### config.mk
export PLATFORM = sky130hd
export DESIGN_NAME = sdram_burst_arbiter_flat
export DESIGN_NICKNAME = d
export VERILOG_FILES = /design/src/rtl/sdram_burst_arbiter_if.sv /design/src/rtl/sdram_burst_arbiter.sv /design/src/flat_wrapper.sv
export SDC_FILE = /design/constraint.sdc
export NUM_CORES = 1
export LEC_CHECK = 0
export BUFFER_PORTS_ARGS = -buffer_cell sky130_fd_sc_hd__buf_2
export CAP_MARGIN = 0
export CELL_PAD_IN_SITES_DETAIL_PLACEMENT = 0
export CELL_PAD_IN_SITES_GLOBAL_PLACEMENT = 1
export CORE_AREA = 2 2 89 91
export DETAILED_ROUTE_END_ITERATION = 6
export DIE_AREA = 0 0 91 93
export PLACE_DENSITY = 0.79
export SYNTH_ARGS = -nofsm -noshare
export SYNTH_HDL_FRONTEND = slang
export SYNTH_SLANG_ARGS = --single-unit
### constraint.sdc
create_clock -name clk -period 1.81 [get_ports clk]
set_clock_uncertainty 0.15 [all_clocks]
set_input_delay 0.543 -clock clk [delete_from_list [all_inputs] [get_ports clk]]
set_output_delay 0.543 -clock clk [all_outputs]
set_load 0.03 [all_outputs]
### src/rtl/sdram_burst_arbiter_if.sv
// rtl/sdram_burst_arbiter_if.sv - burst request/ack/done handshake between the arbiter and the SDRAM command controller
interface sdram_burst_arbiter_if #(
  parameter int ADDR_W = 24
);
  logic              sdr_req;
  logic              sdr_wr;
  logic [ADDR_W-1:0] sdr_addr;
  logic              sdr_ack;
  logic              sdr_done;

  modport master (
    output sdr_req,
    output sdr_wr,
    output sdr_addr,
    input  sdr_ack,
    input  sdr_done
  );

  modport slave (
    input  sdr_req,
    input  sdr_wr,
    input  sdr_addr,
    output sdr_ack,
    output sdr_done
  );
endinterface

### src/rtl/sdram_burst_arbiter.sv
// rtl/sdram_burst_arbiter.sv - SDRAM ring-buffer burst arbiter between the write-side and read-side FIFOs
// Optional outstanding-burst watchdog is enabled by defining SDRAM_ARB_TIMEOUT_EN.
module sdram_burst_arbiter #(
  parameter int ADDR_W      = 24,
  parameter int CNT_W       = 10,
  parameter int BURST_LEN   = 8,
  parameter int RFIFO_DEPTH = 512,
  parameter int RING_BURSTS = 1024,
  parameter int BASE_ADDR   = 0,
  parameter int TIMEOUT_CYC = 1023
) (
  input  logic                         clk,
  input  logic                         rst,
  input  logic                         init_done,
  input  logic                         rd_enable,
  input  logic [CNT_W-1:0]             wfifo_count,
  input  logic [CNT_W-1:0]             rfifo_count,
  sdram_burst_arbiter_if.master        sdr,
  output logic [$clog2(RING_BURSTS):0] ring_level,
  output logic                         ring_full,
  output logic                         ring_empty,
  output logic                         err
);

  localparam int IDX_W = (RING_BURSTS > 1) ? $clog2(RING_BURSTS) : 1;
  localparam int LVL_W = $clog2(RING_BURSTS) + 1;
  localparam logic [LVL_W-1:0] LVL_MAX = LVL_W'(RING_BURSTS);
  localparam logic [31:0]      BL_U    = 32'(BURST_LEN);
  localparam logic [31:0]      DEPTH_U = 32'(RFIFO_DEPTH);

  typedef enum logic [2:0] {
    IDLE,
    WR_REQ,
    WR_WAIT,
    RD_REQ,
    RD_WAIT
  } state_t;

  state_t            state;
  logic [IDX_W-1:0]  wr_idx;
  logic [IDX_W-1:0]  rd_idx;
  logic              last_grant_wr;

  logic [31:0]       wcnt_ext;
  logic [31:0]       rcnt_ext;
  logic              wr_ok;
  logic              rd_ok;
  logic              grant_wr;
  logic              is_wr;
  logic              burst_done;
  logic [ADDR_W-1:0] wr_addr;
  logic [ADDR_W-1:0] rd_addr;

`ifdef SDRAM_ARB_TIMEOUT_EN
  localparam int WDOG_W = (TIMEOUT_CYC > 1) ? $clog2(TIMEOUT_CYC + 1) : 1;
  localparam logic [WDOG_W-1:0] WDOG_LAST = WDOG_W'(TIMEOUT_CYC - 1);
  logic [WDOG_W-1:0] wait_cnt;
`endif

  // Read needs room for a whole burst in the read-side FIFO; a count above depth blocks reads.
  always_comb begin
    wcnt_ext = 32'(wfifo_count);
    rcnt_ext = 32'(rfifo_count);
    wr_ok    = init_done && (wcnt_ext >= BL_U) && !ring_full;
    rd_ok    = init_done && rd_enable && !ring_empty &&
               (rcnt_ext <= DEPTH_U) && ((DEPTH_U - rcnt_ext) >= BL_U);
    grant_wr = wr_ok && (!rd_ok || !last_grant_wr);
  end

  assign wr_addr = ADDR_W'(BASE_ADDR) + ADDR_W'(wr_idx) * ADDR_W'(BURST_LEN);
  assign rd_addr = ADDR_W'(BASE_ADDR) + ADDR_W'(rd_idx) * ADDR_W'(BURST_LEN);

  assign is_wr      = (state == WR_REQ) || (state == WR_WAIT);
  assign burst_done = (((state == WR_REQ) || (state == RD_REQ)) && sdr.sdr_ack && sdr.sdr_done) ||
                      (((state == WR_WAIT) || (state == RD_WAIT)) && sdr.sdr_done);

`ifndef SDRAM_ARB_TIMEOUT_EN
  assign err = 1'b0;
`endif

  always_ff @(posedge clk or posedge rst) begin
    if (rst) begin
      state         <= IDLE;
      sdr.sdr_req   <= 1'b0;
      sdr.sdr_wr    <= 1'b0;
      sdr.sdr_addr  <= ADDR_W'(BASE_ADDR);
      wr_idx        <= '0;
      rd_idx        <= '0;
      ring_level    <= '0;
      ring_empty    <= 1'b1;
      ring_full     <= 1'b0;
      last_grant_wr <= 1'b0;
`ifdef SDRAM_ARB_TIMEOUT_EN
      err           <= 1'b0;
      wait_cnt      <= '0;
`endif
    end else begin
      case (state)
        IDLE: begin
          if (wr_ok || rd_ok) begin
            sdr.sdr_req  <= 1'b1;
            sdr.sdr_wr   <= grant_wr;
            sdr.sdr_addr <= grant_wr ? wr_addr : rd_addr;
            state        <= grant_wr ? WR_REQ : RD_REQ;
          end
        end
        WR_REQ, RD_REQ: begin
          if (sdr.sdr_ack) begin
            sdr.sdr_req <= 1'b0;
            state       <= (state == WR_REQ) ? WR_WAIT : RD_WAIT;
`ifdef SDRAM_ARB_TIMEOUT_EN
            wait_cnt    <= '0;
`endif
          end
        end
        WR_WAIT, RD_WAIT: begin
`ifdef SDRAM_ARB_TIMEOUT_EN
          // Abandoned burst: ring bookkeeping stays untouched so the slot is retried.
          if (!sdr.sdr_done) begin
            if (wait_cnt == WDOG_LAST) begin
              err   <= 1'b1;
              state <= IDLE;
            end else begin
              wait_cnt <= wait_cnt + WDOG_W'(1);
            end
          end
`endif
        end
        default: state <= IDLE;
      endcase

      // Completion overrides the state chosen above, including ack+done in one cycle.
      if (burst_done) begin
        state         <= IDLE;
        last_grant_wr <= is_wr;
        if (is_wr) begin
          wr_idx     <= wr_idx + IDX_W'(1);
          ring_level <= ring_level + LVL_W'(1);
          ring_empty <= 1'b0;
          ring_full  <= (ring_level == (LVL_MAX - LVL_W'(1)));
        end else begin
          rd_idx     <= rd_idx + IDX_W'(1);
          ring_level <= ring_level - LVL_W'(1);
          ring_full  <= 1'b0;
          ring_empty <= (ring_level == LVL_W'(1));
        end
      end
    end
  end

endmodule

### src/flat_wrapper.sv
// flat-port wrapper written by rule: the top's interface ports become plain ports
module sdram_burst_arbiter_flat 
#(
  parameter int ADDR_W      = 24,
  parameter int CNT_W       = 10,
  parameter int BURST_LEN   = 8,
  parameter int RFIFO_DEPTH = 512,
  parameter int RING_BURSTS = 1024,
  parameter int BASE_ADDR   = 0,
  parameter int TIMEOUT_CYC = 1023
)
  (clk, rst, init_done, rd_enable, wfifo_count, rfifo_count, ring_level, ring_full, ring_empty, err, sdr_sdr_req, sdr_sdr_wr, sdr_sdr_addr, sdr_sdr_ack, sdr_sdr_done);
  sdram_burst_arbiter_if #(.ADDR_W(ADDR_W)) sdr_i ();
  input  logic clk;
  input  logic rst;
  input  logic init_done;
  input  logic rd_enable;
  input  logic [CNT_W-1:0] wfifo_count;
  input  logic [CNT_W-1:0] rfifo_count;
  output logic [$clog2(RING_BURSTS):0] ring_level;
  output logic ring_full;
  output logic ring_empty;
  output logic err;
  output wire logic [$bits(sdr_i.sdr_req)-1:0] sdr_sdr_req;
  output wire logic [$bits(sdr_i.sdr_wr)-1:0] sdr_sdr_wr;
  output wire logic [$bits(sdr_i.sdr_addr)-1:0] sdr_sdr_addr;
  input wire logic [$bits(sdr_i.sdr_ack)-1:0] sdr_sdr_ack;
  input wire logic [$bits(sdr_i.sdr_done)-1:0] sdr_sdr_done;
  assign sdr_sdr_req = sdr_i.sdr_req;
  assign sdr_sdr_wr = sdr_i.sdr_wr;
  assign sdr_sdr_addr = sdr_i.sdr_addr;
  assign sdr_i.sdr_ack = sdr_sdr_ack;
  assign sdr_i.sdr_done = sdr_sdr_done;
  sdram_burst_arbiter #(.ADDR_W(ADDR_W), .CNT_W(CNT_W), .BURST_LEN(BURST_LEN), .RFIFO_DEPTH(RFIFO_DEPTH), .RING_BURSTS(RING_BURSTS), .BASE_ADDR(BASE_ADDR), .TIMEOUT_CYC(TIMEOUT_CYC)) u_core (.clk(clk), .rst(rst), .init_done(init_done), .rd_enable(rd_enable), .wfifo_count(wfifo_count), .rfifo_count(rfifo_count), .sdr(sdr_i), .ring_level(ring_level), .ring_full(ring_full), .ring_empty(ring_empty), .err(err));
endmodule
After elaboration in Yosys (flattened, before gate mapping)
Cells that the tools add are included.
{"block": "word_totals", "regBits": 63, "in_bits": 26, "wordCells": 72}
{"block": "classes", "n_addsub": 5, "n_lt_le_gt_ge": 3, "eq_ne": 11, "muxes": 13, "bitwise_logic": 1, "n_reduce_logical": 29}
{"cell": "32-bit by 4-bit >= comparator with 1-bit output (second input constant)", "count": 1}
{"cell": "10-bit by 1-bit adder with 10-bit output (second input constant)", "count": 2}
{"cell": "13-bit two-way mux", "count": 1}
{"cell": "3-bit two-way mux", "count": 4}
{"cell": "11-bit by 1-bit adder with 11-bit output (second input constant)", "count": 1}
{"cell": "11-bit by 1-bit == test with 1-bit output (second input constant)", "count": 1}
{"cell": "11-bit by 10-bit == test with 1-bit output (second input constant)", "count": 1}
{"cell": "11-bit two-way mux", "count": 1}
{"cell": "10-bit by 10-bit subtractor with 11-bit output (first input constant)", "count": 1}
{"cell": "11-bit by 1-bit subtractor with 11-bit output (second input constant)", "count": 1}
{"cell": "10-bit by 4-bit >= comparator with 1-bit output (second input constant)", "count": 1}
{"cell": "10-bit less-or-equal comparator (second input constant)", "count": 1}
{"cell": "1-bit logical AND", "count": 10}
{"cell": "3-bit one-hot mux with 3 select lines", "count": 1}
{"cell": "3-bit by 2-bit == test with 1-bit output (second input constant)", "count": 2}
{"cell": "1-bit logical OR", "count": 6}
{"cell": "2-bit AND reduction", "count": 3}
{"cell": "3-bit AND reduction", "count": 2}
{"cell": "1-bit zero test", "count": 4}
{"cell": "1-bit two-way mux", "count": 4}
{"cell": "2-bit by 1-bit inequality test with 1-bit output (second input constant)", "count": 2}
{"cell": "2-bit OR reduction", "count": 2}
{"cell": "3-bit by 1-bit == test with 1-bit output (second input constant)", "count": 1}
{"cell": "3-bit == test (second input constant)", "count": 1}
{"cell": "8 further kinds", "count": 8}

Longest topological paths before layout
Gate-level depths: netlist of run 1.
{"block": "logic_depth", "ltp_word": 11, "mapped_depth": 7, "mapped_depth_nobuf": 6}

Worst setup path after synthesis of run 1
OpenSTA, ideal clock, no wires.
{"block": "synth_timing", "path_type": "input to register", "startpoint": "input port wfifo_count[7]", "endpoint": "register u_core.sdr.sdr_addr[5]", "setup_time_ns": 0.137, "arrival_ns": 1.956, "t_required_ns": 1.523, "path_slack_ns": -0.433, "cell_stages": 6, "n_path_buf": 1, "cell_sequence": "or4_4 > o41ai_4 > o21bai_4 > buf_6 > mux2i_1 > a21oi_1"}
{"block": "synth_between", "elab_chain_cells": 5, "word_cells_on_any_way": 7}
{"item": "from (decl)", "line": "flat_wrapper.sv:18", "rtl": "input logic [CNT_W-1:0] wfifo_count;"}
{"item": "10-bit by 4-bit >= comparator with 1-bit output *", "line": "sdram_burst_arbiter.sv:64", "rtl": "wr_ok = init_done && (wcnt_ext >= BL_U) && !ring_full;"}
{"item": "1-bit logical AND * (2 in series)", "line": "sdram_burst_arbiter.sv:64"}
{"item": "1-bit logical AND / 1-bit logical OR (equally long branches)", "line": "sdram_burst_arbiter.sv:67, sdram_burst_arbiter.sv:100"}
{"item": "13-bit two-way mux / 2-bit AND reduction (equally long branches)"}
{"item": "to (signal assigned)", "line": "sdram_burst_arbiter.sv:86", "rtl": "sdr.sdr_addr <= ADDR_W'(BASE_ADDR);"}
{"item": "to (signal assigned)", "line": "sdram_burst_arbiter.sv:103", "rtl": "sdr.sdr_addr <= grant_wr ? wr_addr : rd_addr;"}
{"item": "to (decl)", "line": "sdram_burst_arbiter_if.sv:14", "rtl": "output sdr_addr,"}
Every way passes the cells marked *; elsewhere a longest branch is shown, timed or not.
A chain may end at the register's enable or synchronous reset.

Final worst setup path of run 1
{"block": "layout_timing", "startpoint": "input port wfifo_count[7]", "endpoint": "register u_core.sdr.sdr_addr[12]"}
Same word-level chain as after synthesis.

==> impl_metrics.env, run 1 <==
export IMPL_status="finished, violations left"
export IMPL_violations="negative setup slack"
export IMPL_synth_most_common_cell="dfrtp_1"
export IMPL_drtAntennaViolNets=0
export IMPL_die_x_um=91
export IMPL_cp_top_family="simple AND/OR/NAND/NOR gates"
export IMPL_synth_xor_area_share_pct=10.1
export IMPL_drive_above_1_share_pct=34.3
export IMPL_cts_max_level=2
export IMPL_synth_flop_cell="dfrtp_1"
export IMPL_via_count=2032
export IMPL_synth_common_cells="dfrtp_1 (48), nor2_1 (21), xnor2_1 (19)"
export IMPL_hold_path_class="in2async"
export IMPL_synthAdderAreaFrac_pct=2.40
export IMPL_clk_latency_ns=0.30
export IMPL_required_ns=1.86
export IMPL_power_mw=4.86
export IMPL_cts_inserted_buffers=5
export IMPL_cpPeakStageDelay_ns=0.53
export IMPL_wl_per_cell_um=13.0
export IMPL_syn_area_per_cell_um2=10.3
export IMPL_worstPathArrival_ns=2.09
export IMPL_vdd_drop_max_uv=520
export IMPL_dieArea_um2=8460
export IMPL_synth_mux_area_share_pct=5.48
export IMPL_synth_edff_count=0
export IMPL_grt_pass1_vias=1988
export IMPL_gp_congestion=0.792
export IMPL_grt_remaining_overflow=0
export IMPL_cts_buffer_depth=2
export IMPL_coreArea_um2=7530
export IMPL_tightest_slew_ns=0.748
export IMPL_yosys_warnings=0
export IMPL_area_growth_pct=28.0
export IMPL_netlist_area_um2=2600
export IMPL_fin_ws_ns=-0.225
export IMPL_synth_top_area_share_pct=46.1
export IMPL_fmax_mhz=491
export IMPL_path_cells="buf_6 > or4_4 > o41ai_4 > buf_4 > o21bai_4 > mux2i_1 > a21oi_1"
export IMPL_dr_first_iter_drc_count=57
export IMPL_grt_antenna_before_repair=0
export IMPL_synthCells=253
export IMPL_io_pins=66
export IMPL_track_usage_pct=13.8
export IMPL_place_inst=416
export IMPL_nNetsFinal=359
export IMPL_hold_slack_ns=0.0440
export IMPL_cap_violations=0
export IMPL_num_rows=32
export IMPL_criticalPathCategory="in2reg"
export IMPL_ys_ff_latch=49
export IMPL_hold_viol=0
export IMPL_synth_compound_area_share_pct=10.7
export IMPL_stdcell_count=431
export IMPL_synth_top_family_by_area="simple AND/OR/NAND/NOR gates"
export IMPL_clock_sinks=49
export IMPL_slew_limit_headroom_pct=49.8
export IMPL_cts_tree="yes"
export IMPL_yosys_area_top_type="dfrtp_1"
export IMPL_slew_viol_final=0
export IMPL_vias_per_cell=4.71
export IMPL_hpwl_um=4060
export IMPL_synthSimpleGateAreaFrac_pct=16.7
export IMPL_cp_slowest_cell="or4_4"
export IMPL_num_antenna_cells=0
export IMPL_start_kind="input pin"
export IMPL_portBuffers=47
export IMPL_drc=0
export IMPL_period_share_pct=112
export IMPL_ys_seq_area_share_pct=47.1
export IMPL_path_clk_slew_ns=0.10
export IMPL_cp_num_buf_inv=2
export IMPL_start_util_pct=34.6
export IMPL_drt_pass1_iterations=4
export IMPL_grt_max_degree=38
export IMPL_dieHeight_um=93
export IMPL_synthTopCellsByArea="dfrtp_1 (46%), xnor2_1 (6.4%), mux2i_1 (4.6%), buf_4 (4.3%), xor2_1 (3.7%)"
export IMPL_wl_um=5620
export IMPL_setup_viol=15
export IMPL_critPathCaptureType="flop"
export IMPL_fin_crit_ns=2.03
export IMPL_powerDensity_nw_per_um2=1460
export IMPL_cp_max_fo=6
export IMPL_yosysUniqueCellTypes=46
export IMPL_cts_root_buffer="clkbuf_8"
export IMPL_power_leakage_nw=1.62
export IMPL_grt_pass1_wl_um=9340
export IMPL_rsz0062_at_grt="yes"
export IMPL_async_flop_share_pct=100
-- cells by family (layout without fill, tap and decap cells) --
| group | Yosys count | count (layout) |
|---|---|---|
| other | 1 | 15 |
| and+or+nand+nor | 82 | 82 |
| muxes | 14 | 14 |
| xor gates and xnor gates | 30 | 30 |
| AOI/OAI and AO/OA | 39 | 40 |
| buffers and inverters | 33 | 94 |
| adders and majority gates | 5 | 5 |
| DFF | 49 | 49 |
-- sequential cells by signal, summed over array words and instances, names as in the netlist --
name and cells:
u_core.sdr.sdr_wr 1, u_core.sdr.sdr_req 1, u_core.state 3, u_core.ring_full 1, u_core.ring_level 11, u_core.ring_empty 1
u_core.last_grant_wr 1, u_core.sdr.sdr_addr 10, u_core.wr_idx 10, u_core.rd_idx 10
-- path summary, 6_finish.rpt --
kind / start / to / slack (ns) / depth (start not counted)
max in group asynchronous: rst / u_core.state[1] / 0.99 / 3
max: wfifo_count[7] / u_core.sdr.sdr_addr[12] / -0.22 / 7
min reg2reg: u_core.wr_idx[9] / u_core.wr_idx[9] / 0.33 / 1
min in group clk: u_core.wr_idx[9] / u_core.wr_idx[9] / 0.33 / 1
min: rst / u_core.sdr.sdr_req / 0.04 / 2
max reg2reg: u_core.ring_full / u_core.sdr.sdr_wr / -0.07 / 6
-- timing repair --
item,CTS,global route
gates resized for setup,6,16
endpoints found under the setup margin,23,29
buffers inserted,4,2
endpoints found under the hold margin,0,0
pin swaps,4,6
hold buffers,0,0
cloned,1,0
-- layout by cell type (no fill, tap or decap), drive strengths merged, types with 3 or more instances in the layout --
cell type and count:
buf 77, dfrtp 48, nor2 21, xnor2 19
nand2 17, conb 15, a21oi 15, mux2i 12
xor2 11, nand3 10, inv 7, o21ai 7
clkbuf 7, nand4 6, and3 6, ha 5
nand2b 4, o41ai 4, a31oi 3, clkinvlp 3
nor4 3, and4 3, o21bai 3
-- final cells by class --
class                   instances  area [um^2]
clock buffers                   5         68.8
flip-flops and latches         49         1230
well taps                     102          128
fillers                       752         4190
inverters                       7         30.0
multi-input cells             186         1330
repair buffers                 79          519
clock inverters                 3         26.3
-- routing by layer --
metal	track usage, %	share of wire (%)	up-vias
met5	0	0	-
met4	5.18	1.7	0
met3	2.42	2.8	9
met2	23.8	49	34
met1	17.2	46	983
li1	-	-	1006
-- stage by stage --
stage	utilization [%]	cell area (um^2)	setup slack (ns)	setup TNS (ns)
floorplan	-	2680	-0.420	-4.78
global placement	41.2	3100	-0.532	-9.00
detailed placement	41.2	3100	-0.552	-8.88
CTS	43.4	3260	-0.218	-2.55
global route	44.3	3330	-0.280	-3.71
finish	44.3	3330	-0.225	-2.70
-- power breakdown --
part / switching, mW / internal (mW) / total, mW
Combinational: 1.42 / 0.957 / 2.38
Clock: 0.402 / 0.282 / 0.684
Sequential: 0.349 / 1.46 / 1.80
Note: power is estimated with default switching activity, not from simulation.
==> run 2, diff against run 1 <==
--- a/config.mk
+++ b/config.mk
@@ -5,14 +5,15 @@
 export SDC_FILE = /design/constraint.sdc
 export NUM_CORES = 1
 export LEC_CHECK = 0
+export ABC_AREA = 1
 export BUFFER_PORTS_ARGS = -buffer_cell sky130_fd_sc_hd__buf_2
 export CAP_MARGIN = 0
 export CELL_PAD_IN_SITES_DETAIL_PLACEMENT = 0
 export CELL_PAD_IN_SITES_GLOBAL_PLACEMENT = 1
-export CORE_AREA = 2 2 89 91
+export CORE_AREA = 2 2 98 100
 export DETAILED_ROUTE_END_ITERATION = 6
-export DIE_AREA = 0 0 91 93
-export PLACE_DENSITY = 0.79
+export DIE_AREA = 0 0 100 102
+export PLACE_DENSITY = 0.81
 export SYNTH_ARGS = -nofsm -noshare
 export SYNTH_HDL_FRONTEND = slang
 export SYNTH_SLANG_ARGS = --single-unit
==> run 2 against run 1 <==
Clock power down 3%; power grew 12%; critical path type is now reg2out; highest routed layer unchanged; critical endpoint is now ring_empty; area after synthesis is 21% higher; cell count up 45%; the flow now finishes without violations; fmax grew 16%; global-route usage increased by 1.1 points.
==> impl_metrics.env, run 2 <==
export IMPL_status="finished clean"
export IMPL_grt_max_degree=29
export IMPL_power_leakage_nw=2.03
export IMPL_fmax_mhz=569
export IMPL_fillers=957
export IMPL_grt_pass1_vias=2647
export IMPL_netlist_area_um2=3150
export IMPL_worstReg2RegStart="u_core.ring_level[0]"
export IMPL_ys_seq_area_share_pct=39.0
export IMPL_num_rows=35
export IMPL_syn_area_per_cell_um2=6.96
export IMPL_place_ws_ns=-0.0636
export IMPL_cts_buffer_depth=2
export IMPL_ys_ff_latch=49
export IMPL_required_ns=1.12
export IMPL_async_flop_share_pct=100
export IMPL_via_count=2874
export IMPL_hold_viol=0
export IMPL_path_clk_slew_ns=0.10
export IMPL_synth_common_cells="nand2_1 (179), dfrtp_1 (48), inv_1 (45)"
export IMPL_criticalPathCategory="reg2out"
export IMPL_grt_pass1_wl_um=12200
export IMPL_start_util_pct=34.5
export IMPL_grt_remaining_overflow=0
export IMPL_wl_per_cell_um=11.5
export IMPL_drive_above_1_share_pct=19.4
export IMPL_fin_crit_ns=1.76
export IMPL_dieHeight_um=102
export IMPL_io_pins=66
export IMPL_fin_ws_ns=0.0529
export IMPL_synthTopCellsByArea="dfrtp_1 (38%), nand2_1 (21%), xor2_1 (6.4%), nand3_1 (5.7%), inv_1 (5.4%)"
export IMPL_final_common_cell="nand2_1"
export IMPL_dr_first_iter_drc_count=134
export IMPL_slew_viol_final=0
export IMPL_setup_viol=0
export IMPL_yosysUniqueCellTypes=27
export IMPL_synth_top_area_share_pct=38.2
export IMPL_path_cells="buf_2"
export IMPL_wl_um=7180
export IMPL_drtAntennaViolNets=0
export IMPL_yosys_warnings=0
export IMPL_critPathCaptureType="primary output"
export IMPL_layout_common_cells="nand2_1 (177), buf_2 (47), dfrtp_1 (44), inv_1 (42), nand3_1 (36)"
export IMPL_num_antenna_cells=0
export IMPL_cap_violations=0
export IMPL_cts_inserted_buffers=5
export IMPL_vdd_drop_max_uv=429
export IMPL_clk_latency_ns=0.30
export IMPL_cp_num_buf_inv=1
export IMPL_yosys_area_top_type="dfrtp_1"
export IMPL_powerDensity_nw_per_um2=1470
export IMPL_portBuffers=47
export IMPL_grt_antenna_before_repair=0
export IMPL_drt_pass1_iterations=4
export IMPL_period_share_pct=97.1
export IMPL_crit_start="u_core.ring_empty"
export IMPL_hold_path_class="in2async"
export IMPL_dpl_instance_area_um2=3580
export IMPL_largest_reg_flops=11
export IMPL_clock_sinks=49
export IMPL_cpPeakStageDelay_ns=0.56
export IMPL_cp_top_family="flip-flops"
export IMPL_vias_per_cell=4.59
export IMPL_cts_root_buffer="clkbuf_8"
export IMPL_die_x_um=100
export IMPL_dieArea_um2=10200
export IMPL_hpwl_um=5500
export IMPL_holdBufCountCts=0
export IMPL_coreArea_um2=9110
export IMPL_top_register="u_core.ring_level"
export IMPL_nNetsFinal=545
export IMPL_area_growth_pct=18.1
export IMPL_start_kind="flop"
export IMPL_track_usage_pct=14.8
export IMPL_cp_max_fo=3
export IMPL_cts_max_level=2
export IMPL_cp_slowest_cell="dfstp_2"
export IMPL_synth_most_common_cell="nand2_1"
export IMPL_synth_flop_cell="dfrtp_1"
export IMPL_synthCells=452
export IMPL_cts_tree="yes"
export IMPL_gp_congestion=0.852
export IMPL_final_core_util_pct=40.8
export IMPL_rsz0062_at_grt="yes"
export IMPL_worstPathArrival_ns=1.06
export IMPL_fin_area_um2=3710
export IMPL_synth_edff_count=0
export IMPL_drc=0
==> run 2: worst paths after layout <==
path                                          end  slack, ns  cells past startpoint
max reg2reg                  u_core.ring_level[8]       0.11                     10
min                              u_core.wr_idx[0]       0.13                      3
max                                    ring_empty       0.05                      1
max in group asynchronous       u_core.ring_empty       1.14                      3
min reg2reg                u_core.sdr.sdr_addr[6]       0.33                      2
min in group clk                  u_core.state[0]       0.32                      2
==> run 2: area by class of cell <==
type,count,area (um^2),area share [%]
clock buffers,6,72.6,1.95
repair buffers,69,453,12.2
multi-input cells,338,1610,43.2
well taps,111,139,3.74
clock inverters,2,13.8,0.370
inverters,51,198,5.32
flip-flops and latches,49,1230,33.2
==> run 2: worst reg2reg max path, delay by kind of cell, from the launching register on <==
| kind | cells | cell delay [ns] |
|---|---|---|
| flip-flops | 1 | 0.45 |
| buffers and inverters | 2 | 0.23 |
| XOR/XNOR | 1 | 0.16 |
| AND/OR/NAND/NOR | 6 | 0.48 |
| adder cells (fa/ha/maj) | 1 | 0.18 |
==> run 2: per-stage QoR <==
step | hold slack (ns) | instances | setup TNS (ns) | total power, mW
6_report | 0.131 | 626 | 0 | 5.47
5_1_grt | 0.136 | 626 | -0.0371 | 5.94
4_1_cts | 0.132 | 624 | 0 | 5.41
3_5_place_dp | 0.310 | 616 | -0.399 | 4.73
3_3_place_gp | 0.310 | 616 | -0.343 | 4.65
2_1_floorplan | 0.293 | 466 | 0 | 3.94
==> run 2: repair_timing <==
| item | 4_1_cts | 5_1_grt |
|---|---|---|
| buffers inserted | 0 | 2 |
| gates resized for setup | 1 | 17 |
| setup endpoints to repair | 1 | 32 |
| pin swaps | 0 | 1 |
==> run 2: routing by layer <==
metal / wire (um) / vias up / track usage (%)
met5: 0 / - / 0
met4: 78 / 0 / 4.11
met3: 275 / 5 / 2.46
met2: 3210 / 58 / 24.8
met1: 3620 / 1310 / 20.0
li1: - / 1501 / -
==> run 2: kinds of logic (layout without fill, tap and decap cells) <==
| group | Yosys count | count (layout) | share of synthesized area, % |
|---|---|---|---|
| flops | 49 | 49 | 39.0 |
| fa+ha+maj | 5 | 5 | 1.99 |
| buf+inv | 79 | 128 | 12.1 |
| compound gates | 22 | 22 | 3.66 |
| xor+xnor | 27 | 27 | 7.51 |
| other cells | 1 | 15 | 0.119 |
| simple gates | 269 | 269 | 35.6 |
==> run 2: report_power, final <==
group / total (mW) / switching (mW) / internal (mW)
logic: 2.96 / 1.94 / 1.02
clock network: 0.666 / 0.390 / 0.277
registers: 1.84 / 0.395 / 1.45
total: 5.47 / 2.72 / 2.74
